$ cat config.mk
export PLATFORM = sky130hd
export DESIGN_NAME = vend_core_gen
export DESIGN_NICKNAME = d
export VERILOG_FILES = /design/src/rtl/vend_pkg.sv /design/src/rtl/vend_core_gen_change_dispenser.sv /design/src/rtl/vend_core_gen.sv
export SDC_FILE = /design/constraint.sdc
export NUM_CORES = 1
export LEC_CHECK = 0
export ABC_CLOCK_PERIOD_IN_PS = 3500
export CORE_UTILIZATION = 50
export CTS_CLUSTER_DIAMETER = 50
export DETAILED_ROUTE_END_ITERATION = 8
export GPL_ROUTABILITY_DRIVEN = 0
export PLACE_DENSITY = 0.79
export RECOVER_POWER = 25
export SETUP_SLACK_MARGIN = 0.4
export SKIP_LAST_GASP = 1
export SLEW_MARGIN = 10
export SYNTH_ARGS = -nofsm -noshare
export SYNTH_HDL_FRONTEND = slang
export SYNTH_SLANG_ARGS = --single-unit
export TNS_END_PERCENT = 100
$ cat constraint.sdc
create_clock -name clk -period 3.5 [get_ports clk]
set_input_delay 0.525 -clock clk [delete_from_list [all_inputs] [get_ports clk]]
set_output_delay 0.525 -clock clk [all_outputs]
set_load 0.1 [all_outputs]
$ cat src/rtl/vend_pkg.sv
// Shared types and constants for the vending controller: coin codes, denominations, FSM states.
package vend_pkg;
  localparam logic [4:0] COIN_5   = 5'b00001;
  localparam logic [4:0] COIN_10  = 5'b00010;
  localparam logic [4:0] COIN_20  = 5'b00100;
  localparam logic [4:0] COIN_50  = 5'b01000;
  localparam logic [4:0] COIN_100 = 5'b10000;

  localparam logic [6:0] VAL_5   = 7'd5;
  localparam logic [6:0] VAL_10  = 7'd10;
  localparam logic [6:0] VAL_20  = 7'd20;
  localparam logic [6:0] VAL_50  = 7'd50;
  localparam logic [6:0] VAL_100 = 7'd100;

  typedef enum logic [1:0] {ST_IDLE, ST_CHECK, ST_VEND, ST_CHANGE} state_e;

  // Non-one-hot codes map to 0 so callers can add blindly.
  function automatic logic [6:0] coin_value(input logic [4:0] c);
    case (c)
      COIN_5:   return VAL_5;
      COIN_10:  return VAL_10;
      COIN_20:  return VAL_20;
      COIN_50:  return VAL_50;
      COIN_100: return VAL_100;
      default:  return 7'd0;
    endcase
  endfunction
endpackage

$ cat src/rtl/vend_core_gen_change_dispenser.sv
// Greedy change coin selection and valid/ready handshake toward the coin dispenser.
module change_dispenser
  import vend_pkg::*;
#(
  parameter int CREDIT_W = 8
) (
  input  logic                active_i,
  input  logic [CREDIT_W-1:0] balance_i,
  input  logic                ready_i,
  output logic                valid_o,
  output logic [4:0]          coin_o,
  output logic                fire_o,
  output logic [CREDIT_W-1:0] dec_o
);
  // Offer follows the registered balance, so it stays put until a transfer lands.
  always_comb begin
    coin_o = '0;
    if (active_i) begin
      if      (balance_i >= CREDIT_W'(100)) coin_o = COIN_100;
      else if (balance_i >= CREDIT_W'(50))  coin_o = COIN_50;
      else if (balance_i >= CREDIT_W'(20))  coin_o = COIN_20;
      else if (balance_i >= CREDIT_W'(10))  coin_o = COIN_10;
      else if (balance_i >= CREDIT_W'(5))   coin_o = COIN_5;
    end
  end

  assign valid_o = active_i;
  assign fire_o  = active_i & ready_i;
  assign dec_o   = CREDIT_W'(coin_value(coin_o));
endmodule

$ cat src/rtl/vend_core_gen.sv
// Vending controller: credit, selection check, vend, stock counters and change return.
module vend_core_gen
  import vend_pkg::*;
#(
  parameter  int NUM_PRODUCTS = 10,
  parameter  int QTY_W        = 4,
  parameter  int CREDIT_W     = 8,
  parameter  int MAX_CREDIT   = 250,
  parameter  int AUTO_CHANGE  = 1,
  localparam int SEL_W        = $clog2(NUM_PRODUCTS)
) (
  input  logic                             clk,
  input  logic                             reset,
  input  logic                             coin_valid,
  input  logic [4:0]                       coin,
  input  logic                             sel_valid,
  input  logic [SEL_W-1:0]                 sel_code,
  input  logic                             refund,
  input  logic [NUM_PRODUCTS*CREDIT_W-1:0] price_of_all,
  input  logic                             restock_valid,
  input  logic [SEL_W-1:0]                 restock_product,
  input  logic [QTY_W-1:0]                 restock_qty,
  output logic [CREDIT_W-1:0]              balance,
  output logic                             vend_valid,
  output logic [SEL_W-1:0]                 vend_product,
  output logic                             invalid_coin,
  output logic                             max_balance,
  output logic                             bad_select,
  output logic                             no_stock,
  output logic                             low_credit,
  output logic [NUM_PRODUCTS-1:0]          stock_empty,
  output logic                             coin_out_valid,
  output logic [4:0]                       coin_out,
  input  logic                             coin_out_ready,
  output logic                             busy
);
  localparam logic [CREDIT_W:0]   MAX_C   = (CREDIT_W+1)'(MAX_CREDIT);
  localparam logic [CREDIT_W-1:0] MIN_CHG = CREDIT_W'(5);
  localparam logic [QTY_W+1:0]    QMAX    = (QTY_W+2)'((1 << QTY_W) - 1);

  state_e                                 state_q;
  logic [CREDIT_W-1:0]                    bal_q, price_q, dec, bal_idle, bal_chg;
  logic [SEL_W-1:0]                       sel_q;
  logic                                   pend_q;
  logic [QTY_W-1:0]                       stock_q [NUM_PRODUCTS];
  logic [NUM_PRODUCTS-1:0][CREDIT_W-1:0]  price_tbl;
  logic [CREDIT_W:0]                      coin_sum;
  logic                                   coin_onehot, coin_fits, fire, vend_go, refund_req, in_change;

  assign price_tbl   = price_of_all;
  assign coin_onehot = $onehot(coin);
  assign coin_sum    = {1'b0, bal_q} + (CREDIT_W+1)'(coin_value(coin));
  assign coin_fits   = coin_sum <= MAX_C;
  assign bal_idle    = (coin_valid && coin_onehot && coin_fits) ? coin_sum[CREDIT_W-1:0] : bal_q;
  assign refund_req  = refund | pend_q;
  assign vend_go     = (state_q == ST_CHECK) && (stock_q[sel_q] != '0) && (bal_q >= price_q);
  assign bal_chg     = fire ? bal_q - dec : bal_q;
  assign in_change   = (state_q == ST_CHANGE);
  assign balance     = bal_q;
  assign busy        = (state_q != ST_IDLE);

  change_dispenser #(.CREDIT_W(CREDIT_W)) u_chg (
    .active_i  (in_change),
    .balance_i (bal_q),
    .ready_i   (coin_out_ready),
    .valid_o   (coin_out_valid),
    .coin_o    (coin_out),
    .fire_o    (fire),
    .dec_o     (dec)
  );

  always_ff @(posedge clk or negedge reset) begin
    if (!reset) begin
      state_q      <= ST_IDLE;
      bal_q        <= '0;
      price_q      <= '0;
      sel_q        <= '0;
      pend_q       <= 1'b0;
      vend_valid   <= 1'b0;
      vend_product <= '0;
      invalid_coin <= 1'b0;
      max_balance  <= 1'b0;
      bad_select   <= 1'b0;
      no_stock     <= 1'b0;
      low_credit   <= 1'b0;
    end else begin
      vend_valid   <= 1'b0;
      invalid_coin <= coin_valid && (state_q != ST_IDLE || !coin_onehot);
      max_balance  <= 1'b0;
      bad_select   <= 1'b0;
      no_stock     <= 1'b0;
      low_credit   <= 1'b0;
      unique case (state_q)
        ST_IDLE: begin
          bal_q       <= bal_idle;
          max_balance <= coin_valid && coin_onehot && !coin_fits;
          pend_q      <= 1'b0;
          // A refund request swallows a same-cycle selection even when there is nothing to return.
          if (refund_req) begin
            if (bal_idle >= MIN_CHG) state_q <= ST_CHANGE;
          end else if (sel_valid) begin
            if (int'(sel_code) >= NUM_PRODUCTS) bad_select <= 1'b1;
            else begin
              sel_q   <= sel_code;
              price_q <= price_tbl[sel_code];
              state_q <= ST_CHECK;
            end
          end
        end
        ST_CHECK: begin
          pend_q <= pend_q | refund;
          if (stock_q[sel_q] == '0) begin
            no_stock <= 1'b1;
            state_q  <= ST_IDLE;
          end else if (bal_q < price_q) begin
            low_credit <= 1'b1;
            state_q    <= ST_IDLE;
          end else begin
            bal_q        <= bal_q - price_q;
            vend_valid   <= 1'b1;
            vend_product <= sel_q;
            state_q      <= ST_VEND;
          end
        end
        ST_VEND: begin
          pend_q  <= pend_q | refund;
          state_q <= (AUTO_CHANGE != 0 && bal_q >= MIN_CHG) ? ST_CHANGE : ST_IDLE;
        end
        default: begin
          bal_q <= bal_chg;
          if (bal_chg < MIN_CHG) state_q <= ST_IDLE;
        end
      endcase
    end
  end

  // Restock and vend decrement meet in one saturating sum per slot.
  for (genvar i = 0; i < NUM_PRODUCTS; i++) begin : g_stock
    logic [QTY_W+1:0] sum;
    logic             hit_r, hit_v;

    always_comb begin
      hit_r = restock_valid && (int'(restock_product) == i);
      hit_v = vend_go && (int'(sel_q) == i);
      sum   = (QTY_W+2)'(stock_q[i]) + (hit_r ? (QTY_W+2)'(restock_qty) : '0) - (QTY_W+2)'(hit_v);
    end

    always_ff @(posedge clk or negedge reset) begin
      if (!reset)              stock_q[i] <= '0;
      else if (hit_r || hit_v) stock_q[i] <= (sum > QMAX) ? QMAX[QTY_W-1:0] : sum[QTY_W-1:0];
    end

    assign stock_empty[i] = (stock_q[i] == '0);
  end
endmodule

Word level (Yosys, flattened, before mapping)
Index checks and enable logic that the tools add are counted. W data, S select, Z words.

Add/subtract/negate cells: 27. Magnitude comparators: 23. Equality and inequality tests: 37. Muxes and demuxes: 61. Bitwise gates (word level): 8. Reduce and logical (&&, ||, !) cells: 62.

Operators with widths (number): $mux W4 (22); $pmux W7 S5 (2); $gt A6 B4 Y1 const B (10); $sub A5 B1 Y6 (10); $logic_not A4 Y1 (13); $add A4 B4 Y5 (10); $eq A4 B4 Y1 const B (12); $mux W8 (5); $bmux W8 S4 (1); $logic_and A1 B1 Y1 (26); $mux W5 (5); $pmux W8 S3 (1); $bmux W4 S4 (1); $eq A4 B3 Y1 const B (4); $ge A8 B3 Y1 const B (2); $mux W2 (8); $mux W1 (14); $logic_or A1 B1 Y1 (11); $eq A5 B1 Y1 const B (2); $eq A5 B2 Y1 const B (2); $eq A5 B3 Y1 const B (2); $eq A5 B4 Y1 const B (2); $eq A5 B5 Y1 const B (2); $add A8 B7 Y9 (1); 35 further kinds (50).

Register bits: 73. Input bits: 104. Output and inout bits: 35.

Longest topological paths before layout
Gate-level depths: netlist (run 1).

Depth after elaboration: 14. Depth in mapped cells: 21.

By module
From an unflattened synthesis (run 1), not the netlist that was laid out.

Cell total of the unflattened synthesis: 977. Area total of the unflattened synthesis: 8137.8 µm².

Modules (own cells, without submodules): vend_core_gen (instances 1, cells each 943, area an instance 7890.1 µm², seq. area each 1826.8 µm²); change_dispenser (instances 1, cells each 34, area an instance 247.7 µm², seq. area each 0.0 µm²).

Worst setup path after synthesis (run 1)
No wires, ideal clock.

Kind: reg-to-reg. Start: register bal_q[3] (netlist: balance[3]). End: register state_q[0]. Library setup time: 128 ps. Data arrival time: 6673 ps. Required time: 3372 ps. Path slack: -3300 ps. Cell stages (with the launch flop): 15. Path buffers: 0. Period minus slack after synthesis: 6800 ps. Path through: dfrtp_1 nor2_1 nand2_1 a31oi_1 nand2_1 nor4_1 nor2_1 ha_1 or4_1 nor3_1 nor3_1 xnor2_1 a31oi_1 a211oi_2 mux2_1.

RTL lines: start: declaration (line vend_core_gen.sv:42) `logic [CREDIT_W-1:0] bal_q, price_q, dec, bal_idle, bal_chg;`; start signal: assignment (line vend_core_gen.sv:95) `bal_q <= bal_idle;`; start signal: assignment (line vend_core_gen.sv:119) `bal_q <= bal_q - price_q;`; start signal: assignment (line vend_core_gen.sv:130) `bal_q <= bal_chg;`; $ge A8 B5 Y1 (line vend_core_gen_change_dispenser.sv:21) `else if (balance_i >= CREDIT_W'(20)) coin_o = COIN_20;`; $mux W5 (line vend_core_gen_change_dispenser.sv:21); $mux W5 (line vend_core_gen_change_dispenser.sv:20) `else if (balance_i >= CREDIT_W'(50)) coin_o = COIN_50;`; $mux W5 * (line vend_core_gen_change_dispenser.sv:19) `if (balance_i >= CREDIT_W'(100)) coin_o = COIN_100;`; $mux W5 * (line vend_core_gen_change_dispenser.sv:18) `if (active_i) begin`; named net coin_out[2] (line vend_core_gen.sv:33) `output logic [4:0] coin_out,`; $eq A5 B5 Y1, or another cell as far along (line vend_pkg.sv:19) `case (c)`; $pmux W7 S5 * (line vend_pkg.sv:19); $sub A8 B7 Y8 * (line vend_core_gen.sv:57) `assign bal_chg = fire ? bal_q - dec : bal_q;`; $mux W8 * (line vend_core_gen.sv:57); $lt A8 B3 Y1 * (line vend_core_gen.sv:131) `if (bal_chg < MIN_CHG) state_q <= ST_IDLE;`; $reduce_bool A4 Y1 (no line) *; $reduce_and A4 Y1 (no line) *; end signal: assignment (line vend_core_gen.sv:127) `state_q <= (AUTO_CHANGE != 0 && bal_q >= MIN_CHG) ? ST_CHANGE : ST_IDLE;`; end: declaration (line vend_core_gen.sv:41) `state_e state_q;`.

Mark *: on every way through the listed nets, which the timed path passes. The rest lies on a longest branch. A chain may end at the register's enable or synchronous reset.

Worst setup path in the final report (run 1)
Start: register bal_q[2] (netlist: balance[2]). End: register state_q[1].

Longest elaborated chain between the ends: 14.

RTL lines: $ge A8 B3 Y1 (line vend_core_gen_change_dispenser.sv:23, vend_core_gen.sv:127); $mux W1 (line vend_core_gen_change_dispenser.sv:23) `else if (balance_i >= CREDIT_W'(5)) coin_o = COIN_5;`; $mux W5 (line vend_core_gen_change_dispenser.sv:22) `else if (balance_i >= CREDIT_W'(10)) coin_o = COIN_10;`; $mux W5 (line vend_core_gen_change_dispenser.sv:21); $mux W5 (line vend_core_gen_change_dispenser.sv:20); $mux W5 (line vend_core_gen_change_dispenser.sv:19); $mux W5 (line vend_core_gen_change_dispenser.sv:18); $eq A5 B5 Y1, or another cell as far along (line vend_pkg.sv:19); $pmux W7 S5 (line vend_pkg.sv:19); $sub A8 B7 Y8 (line vend_core_gen.sv:57); $mux W8 (line vend_core_gen.sv:57); $lt A8 B3 Y1 (line vend_core_gen.sv:131); $reduce_bool A4 Y1 (no line); $reduce_and A4 Y1 (no line).

Several ways; a longest one is shown, not always the timed one.

==> results.sh, run 1 <==
export IMPL_synthArstFlopShare=1.00
export IMPL_wire_per_inst_um=17.3
export IMPL_period_needed_ns=3.72
export IMPL_grt_usage=0.301
export IMPL_critical_path_top_delay_family="compound AO/OA/AOI/OAI gates"
export IMPL_drtIter0Drc=475
export IMPL_fillers=1088
export IMPL_synthDistinctLibCells=72
export IMPL_synth_top_area_frac=0.228
export IMPL_grt_overflow_total=0
export IMPL_final_hold_violation_count=0
export IMPL_cellPowerDensity_nw_per_um2=812
export IMPL_synth_area_um2=8010
export IMPL_antennaDiodeCount=0
export IMPL_dr_pass1_iters=5
export IMPL_finalMaxSlewViolations=74
export IMPL_finClkSkew_ns=0.00584
export IMPL_initial_core_util=0.519
export IMPL_crit_fanout=6
export IMPL_grt_pass1_vias=8224
export IMPL_syn_nets=1204
export IMPL_post_dp_hpwl_um=18200
export IMPL_dp_cells=1408
export IMPL_slowest_delay_ns=0.53
export IMPL_synth_area_per_cell_um2=8.22
export IMPL_clk_pin_slew_ns=0.06
export IMPL_ff2ff_setup_slack_ns=-0.22
export IMPL_crit_buf_inv=2
export IMPL_synth_most_common_cell="inv_1"
export IMPL_num_vias=8181
export IMPL_floorplan_rows=45
export IMPL_die_h_um=129
export IMPL_p_leak_nw=5.47
export IMPL_final_nets=1462
export IMPL_multi_input_area_um2=6280
export IMPL_synth_compound_area_frac=0.180
export IMPL_ys_top_cells_by_area="dfrtp_1 (23%), ha_1 (17%), inv_1 (7.4%)"
export IMPL_path_depth=17
export IMPL_tightest_slew_ns=1.88
export IMPL_portBuffers=138
export IMPL_clock_latency_ns=0.35
export IMPL_die_area_um2=16500
export IMPL_grt_pass1_wl_um=39200
export IMPL_cts_max_path_buffers=2
export IMPL_post_route_period_util=1.06
export IMPL_violations="max-capacitance violations, max-slew violations, negative setup slack"
export IMPL_required_ns=3.74
export IMPL_syn2layout_area_growth_pct=46.3
export IMPL_ioPinCount=139
export IMPL_ys_ff_latch=73
export IMPL_final_cells=1448
export IMPL_crit_type="flip-flop to flip-flop"
export IMPL_cp_arrival_ns=3.96
export IMPL_endpoint_kind="flip-flop"
export IMPL_seqCellArea_um2=1850
export IMPL_core_um2=15400
export IMPL_maxCapViolCount=1
export IMPL_status="finished, violations left"
export IMPL_cp_cell_sequence="nor2_4 -> nand2_2 -> a31oi_4 -> nand2_2 -> buf_6 -> a31oi_4 -> nor2_2 -> ha_1 -> nor2b_1 -> o2111a_2 -> nor3_2 -> nor3_2 -> buf_4 -> xnor2_4 -> a31oi_2 -> a211oi_2 -> mux2_1"
export IMPL_synth_edf_count=0
export IMPL_slew_limit_headroom=-0.254
export IMPL_postRouteAntennaNets=0
export IMPL_clkSinkCount=73
export IMPL_drive_above_1_share=0.306
export IMPL_yosys_area_top_type="dfrtp_1"
export IMPL_drc=0
export IMPL_worst_slack_ns=-0.221
export IMPL_crit_end="state_q[1]$_DFFE_PN0P_"
export IMPL_seq_area_frac_synth=0.228
export IMPL_rsz0062_at_grt="true"
export IMPL_synth_top_family_by_area="adder cells"
export IMPL_reg2reg_from="balance[2]$_DFFE_PN0P_"
export IMPL_syn_inst=974
export IMPL_cts_root_buf="clkbuf_16"
export IMPL_grt_max_degree=74
export IMPL_viasPerCell=5.65
export IMPL_hold_depth=1
export IMPL_cts_buffers_inserted=9
export IMPL_reg2regPathDepth=17
export IMPL_synth_xor_area_frac=0.0392
export IMPL_die_w_um=129
export IMPL_synthSimpleGateAreaFrac=0.178
export IMPL_setup_viol=36
export IMPL_cts_tree="built"
export IMPL_post_route_util=0.759
export IMPL_critPathLaunchType="flip-flop"
export IMPL_ys_warn_count=0
export IMPL_startpoint="balance[2]$_DFFE_PN0P_"
export IMPL_antenna_found_initial=0
export IMPL_hold_class="flip-flop to flip-flop"
export IMPL_synth_ff_type="dfrtp_1"
export IMPL_fmax_ghz=0.269
export IMPL_synthMuxAreaShare=0.0770
export IMPL_h_tree_depth=3
export IMPL_cts_hold_buf=0
export IMPL_netlist_top_cells_count="inv_1 (158), ha_1 (111), nor2_1 (109)"
export IMPL_reg2reg_to="state_q[1]$_DFFE_PN0P_"
export IMPL_critical_path_slowest_cell="dfrtp_4"
export IMPL_yosys_area_share_adder=0.211
export IMPL_max_vdd_ir_drop_uv=734
export IMPL_wl_um=25100
[cells in the final DEF, fill, tap and decap left out, types with 13 or more instances in the layout]
| cell | Yosys | routed |
|---|---|---|
| buf_4 | 1 | 144 |
| mux2_2 | 15 | 15 |
| dfrtp_1 | 73 | 65 |
| nor2_1 | 109 | 96 |
| o21ai_0 | 37 | 13 |
| a21o_1 | 17 | 17 |
| mux4_2 | 18 | 18 |
| ha_1 | 111 | 93 |
| nand2_1 | 92 | 79 |
| a21oi_1 | 38 | 31 |
| xor2_1 | 27 | 27 |
| inv_1 | 158 | 140 |
| a31oi_1 | 49 | 44 |
| nor3_1 | 20 | 15 |
| inv_2 | 0 | 17 |
| clkdlybuf4s50_1 | 0 | 115 |
| o21ai_1 | 2 | 20 |
| fa_2 | 0 | 13 |
[power breakdown]
| group | switching, mW | leakage [nW] | total [mW] | internal [mW] |
|---|---|---|---|---|
| Sequential | 0.445 | 0.782 | 1.65 | 1.21 |
| Combinational | 3.84 | 4.50 | 6.66 | 2.82 |
| Clock | 0.389 | 0.186 | 1.20 | 0.806 |
| Total | 4.67 | 5.47 | 9.51 | 4.83 |
[per-stage QoR]
stage,cell area [um2],power [mW],setup slack (ns),hold WS [ns],TNS (ns)
4_1_cts,11400,8.94,-0.127,0.352,-1.85
2_1_floorplan,8370,5.57,-0.755,0.229,-13.75
5_1_grt,11700,10.1,-0.332,0.535,-10.33
3_3_place_gp,10700,7.16,-0.321,0.472,-4.33
6_report,11700,9.51,-0.221,0.518,-2.17
3_5_place_dp,10700,7.34,-0.560,0.503,-8.28
[what timing repair did]
item,CTS,global route
hold endpoints to repair,0,0
gates resized for setup,82,47
setup endpoints to repair,51,50
pin swaps,95,45
buffers inserted,18,6
[how the worst min path moves through the flow]
stage                                      from                          end  slack, ns
floorplan                                 reset         bad_select$_DFF_PN0_       0.23
global placement             pend_q$_DFFE_PN0P_           pend_q$_DFFE_PN0P_       0.47
detailed placement           pend_q$_DFFE_PN0P_           pend_q$_DFFE_PN0P_       0.50
CTS                                       reset      stock_q[11]$_DFFE_PN0P_       0.35
global route        vend_product[2]$_DFFE_PN0P_  vend_product[2]$_DFFE_PN0P_       0.54
finish              vend_product[2]$_DFFE_PN0P_  vend_product[2]$_DFFE_PN0P_       0.52
[metal layers]
layer / part of all wire / global-route usage
met4: 0.038 / 0.135
met1: 0.40 / 0.347
met2: 0.53 / 0.556
met5: 0 / 0
met3: 0.034 / 0.0366
[logic make-up (layout without fill, tap and decap cells)]
kind of cell | after synthesis | after routing
buffers and inverters | 183 | 446
DFF | 73 | 73
xor gates and xnor gates | 35 | 35
adders and majority gates | 126 | 126
and+or+nand+nor | 306 | 306
AOI/OAI and AO/OA | 214 | 214
muxes | 37 | 37
[area by class of cell]
cell class	instances	share of cell area
sequential	73	0.158
tap	211	0.0225
multi-input combinational	718	0.536
timing repair buffer	271	0.200
clock buffer	11	0.0216
clock inverter	5	0.0107
inverter	159	0.0512
[flip-flops by register name, indices dropped and copies added (netlist names)]
signal	count
bad_select	1
balance	8
invalid_coin	1
low_credit	1
max_balance	1
no_stock	1
pend_q	1
price_q	8
sel_q	4
state_q	2
stock_q	40
vend_product	4
vend_valid	1
Power figures use the tool's default switching activity.
==> inputs of run 2 (changes only) <==
DONT_BUFFER_PORTS = 1   (was default)
PLACE_DENSITY = 0.68   (was 0.79)
==> run 2 against run 1 <==
The run still ends with max-capacitance violations, max-slew violations, negative setup slack left. Fmax up 3.6%. Sequential power up 16%. Worst setup slack better by 0.13 ns. Non-clock buffer count down 121. Clock power down 19%. Via count down 9.9%. Global-route usage down 3.7 points. Critical path depth up 5.
==> results.sh, run 2 (same netlist as run 1, synthesis figures left out) <==
export IMPL_p_sw_mw=4.51
export IMPL_critPathLaunchType="flip-flop"
export IMPL_h_tree_depth=3
export IMPL_final_hold_violation_count=0
export IMPL_viasPerCell=5.55
export IMPL_required_ns=3.77
export IMPL_antennaDiodeCount=0
export IMPL_power_frac_seq=0.209
export IMPL_cp_cell_sequence="inv_4 -> ha_4 -> inv_2 -> fa_2 -> a21o_1 -> a21oi_2 -> a21o_1 -> a21oi_4 -> nand2_4 -> buf_6 -> nor2_4 -> ha_4 -> inv_4 -> ha_4 -> inv_2 -> fa_2 -> nor2b_1 -> o21ai_1 -> buf_4 -> nand2_1 -> nand2_1 -> a31oi_1"
export IMPL_clk_pin_slew_ns=0.06
export IMPL_grt_overflow_total=0
export IMPL_cp_arrival_ns=3.86
export IMPL_die_area_um2=16500
export IMPL_tightest_slew_ns=1.90
export IMPL_drc=0
export IMPL_slew_limit_headroom=-0.267
export IMPL_antenna_found_initial=0
export IMPL_syn2layout_area_growth_pct=31.5
export IMPL_fin_hold_ws_ns=0.319
export IMPL_post_route_period_util=1.03
export IMPL_finClkSkew_ns=0.00598
export IMPL_critical_path_slowest_cell="dfrtp_4"
export IMPL_status="finished, violations left"
export IMPL_combPwrFrac=0.685
export IMPL_clock_latency_ns=0.35
export IMPL_cts_buffers_inserted=9
export IMPL_initial_core_util=0.519
export IMPL_crit_buf_inv=6
export IMPL_switching_share=0.494
export IMPL_floorplan_rows=45
export IMPL_crit_fanout=7
export IMPL_fmax_ghz=0.279
export IMPL_wl_um=22000
export IMPL_period_needed_ns=3.59
export IMPL_core_um2=15400
export IMPL_max_vdd_ir_drop_uv=510
export IMPL_final_nets=1341
export IMPL_num_vias=7368
export IMPL_fillers=1241
export IMPL_post_dp_hpwl_um=16700
export IMPL_cp_common_cell="ha_4"
export IMPL_dr_pass1_iters=5
export IMPL_die_w_um=129
export IMPL_postRouteAntennaNets=0
export IMPL_worst_slack_ns=-0.0903
export IMPL_largest_reg_flops=40
export IMPL_grt_pass1_wl_um=34500
export IMPL_dpl_worst_slack_ns=-0.177
export IMPL_post_route_util=0.683
export IMPL_maxCapViolCount=1
export IMPL_slowest_delay_ns=0.50
export IMPL_setup_viol=25
export IMPL_p_int_mw=4.63
export IMPL_violations="max-capacitance violations, max-slew violations, negative setup slack"
export IMPL_crit_type="flip-flop to flip-flop"
export IMPL_grt_pass1_vias=7125
export IMPL_ioPinCount=139
export IMPL_cellPowerDensity_nw_per_um2=868
export IMPL_drtIter0Drc=360
export IMPL_power_frac_clock=0.106
export IMPL_max_flop_register="stock_q"
export IMPL_cts_root_buf="clkbuf_16"
export IMPL_p_leak_nw=5.01
export IMPL_final_cell_mix="inv_1 (141), buf_4 (137), nor2_1 (97)"
export IMPL_critical_path_top_delay_family="adder cells"
export IMPL_endpoint_kind="flip-flop"
export IMPL_hold_class="input pin to flip-flop"
export IMPL_portBuffers=0
export IMPL_cts_max_path_buffers=2
export IMPL_mostFrequentLayoutCell="inv_1"
export IMPL_grt_usage=0.264
export IMPL_rsz0062_at_grt="true"
export IMPL_cts_tree="built"
export IMPL_wire_per_inst_um=16.6
export IMPL_drive_above_1_share=0.332
export IMPL_grt_max_degree=74
export IMPL_total_power_mw=9.14
export IMPL_finalMaxSlewViolations=74
export IMPL_clkSinkCount=73
export IMPL_die_h_um=129
-- run 2: cell count changes in the layout (fill, tap and decap cells not counted), sizes merged --
| cell | delta |
|---|---|
| clkbuf | +3 |
| buf | -6 |
| clkdlybuf4s50 | -115 |
| bufinv | -3 |
-- run 2: power by group through the flow --
stage                     Clock [mW]  Sequential (mW)  Combinational, mW
after global placement             0             1.90               5.14
after CTS                      0.985             1.90               5.60
final                          0.968             1.91               6.26
after global routing            1.02             1.96               6.82
after floorplan                    0             2.11               3.46
after detailed placement           0             1.90               5.22
-- run 2: stage by stage --
stage	area [um2]	instances	setup TNS, ns
2_1_floorplan	8370	974	-13.75
3_3_place_gp	9380	1268	-1.03
3_5_place_dp	9380	1268	-3.28
4_1_cts	10000	1306	-1.01
5_1_grt	10500	1327	-9.30
6_report	10500	1327	-0.981
-- run 2: cell type report --
type	count	area, um2	share of cell area
timing repair buffer	150	1220	0.116
clock inverter	2	35.0	0.00333
sequential	73	1850	0.176
multi-input combinational	718	6290	0.597
tap	211	264	0.0251
clock buffer	14	274	0.0260
inverter	159	602	0.0571
-- run 2: timing repair --
action | in CTS | in global routing
pin swaps | 74 | 53
buffers inserted | 21 | 21
setup endpoints to repair | 50 | 50
endpoints found under the hold margin | 73 | 0
hold buffers | 1 | 0
resized for setup | 38 | 74
-- run 2: worst paths after layout --
kind	to	slack (ns)	from	depth (start not counted)
worst max-delay path	stock_q[35]$_DFFE_PN0P_	-0.09	balance[0]$_DFFE_PN0P_	22
worst min register to register	pend_q$_DFFE_PN0P_	0.49	pend_q$_DFFE_PN0P_	1
worst max register to register	stock_q[35]$_DFFE_PN0P_	-0.09	balance[0]$_DFFE_PN0P_	22
worst min-delay path	invalid_coin$_DFF_PN0_	0.32	coin_valid	1
max in group asynchronous	balance[7]$_DFFE_PN0P_	1.45	reset	1
min in group asynchronous	balance[4]$_DFFE_PN0P_	0.68	reset	1
-- run 2: layer usage --
layer	GRT usage	part of all wire
met5	0	0
met4	0.0699	0.023
met3	0.0624	0.052
met2	0.455	0.50
met1	0.332	0.42
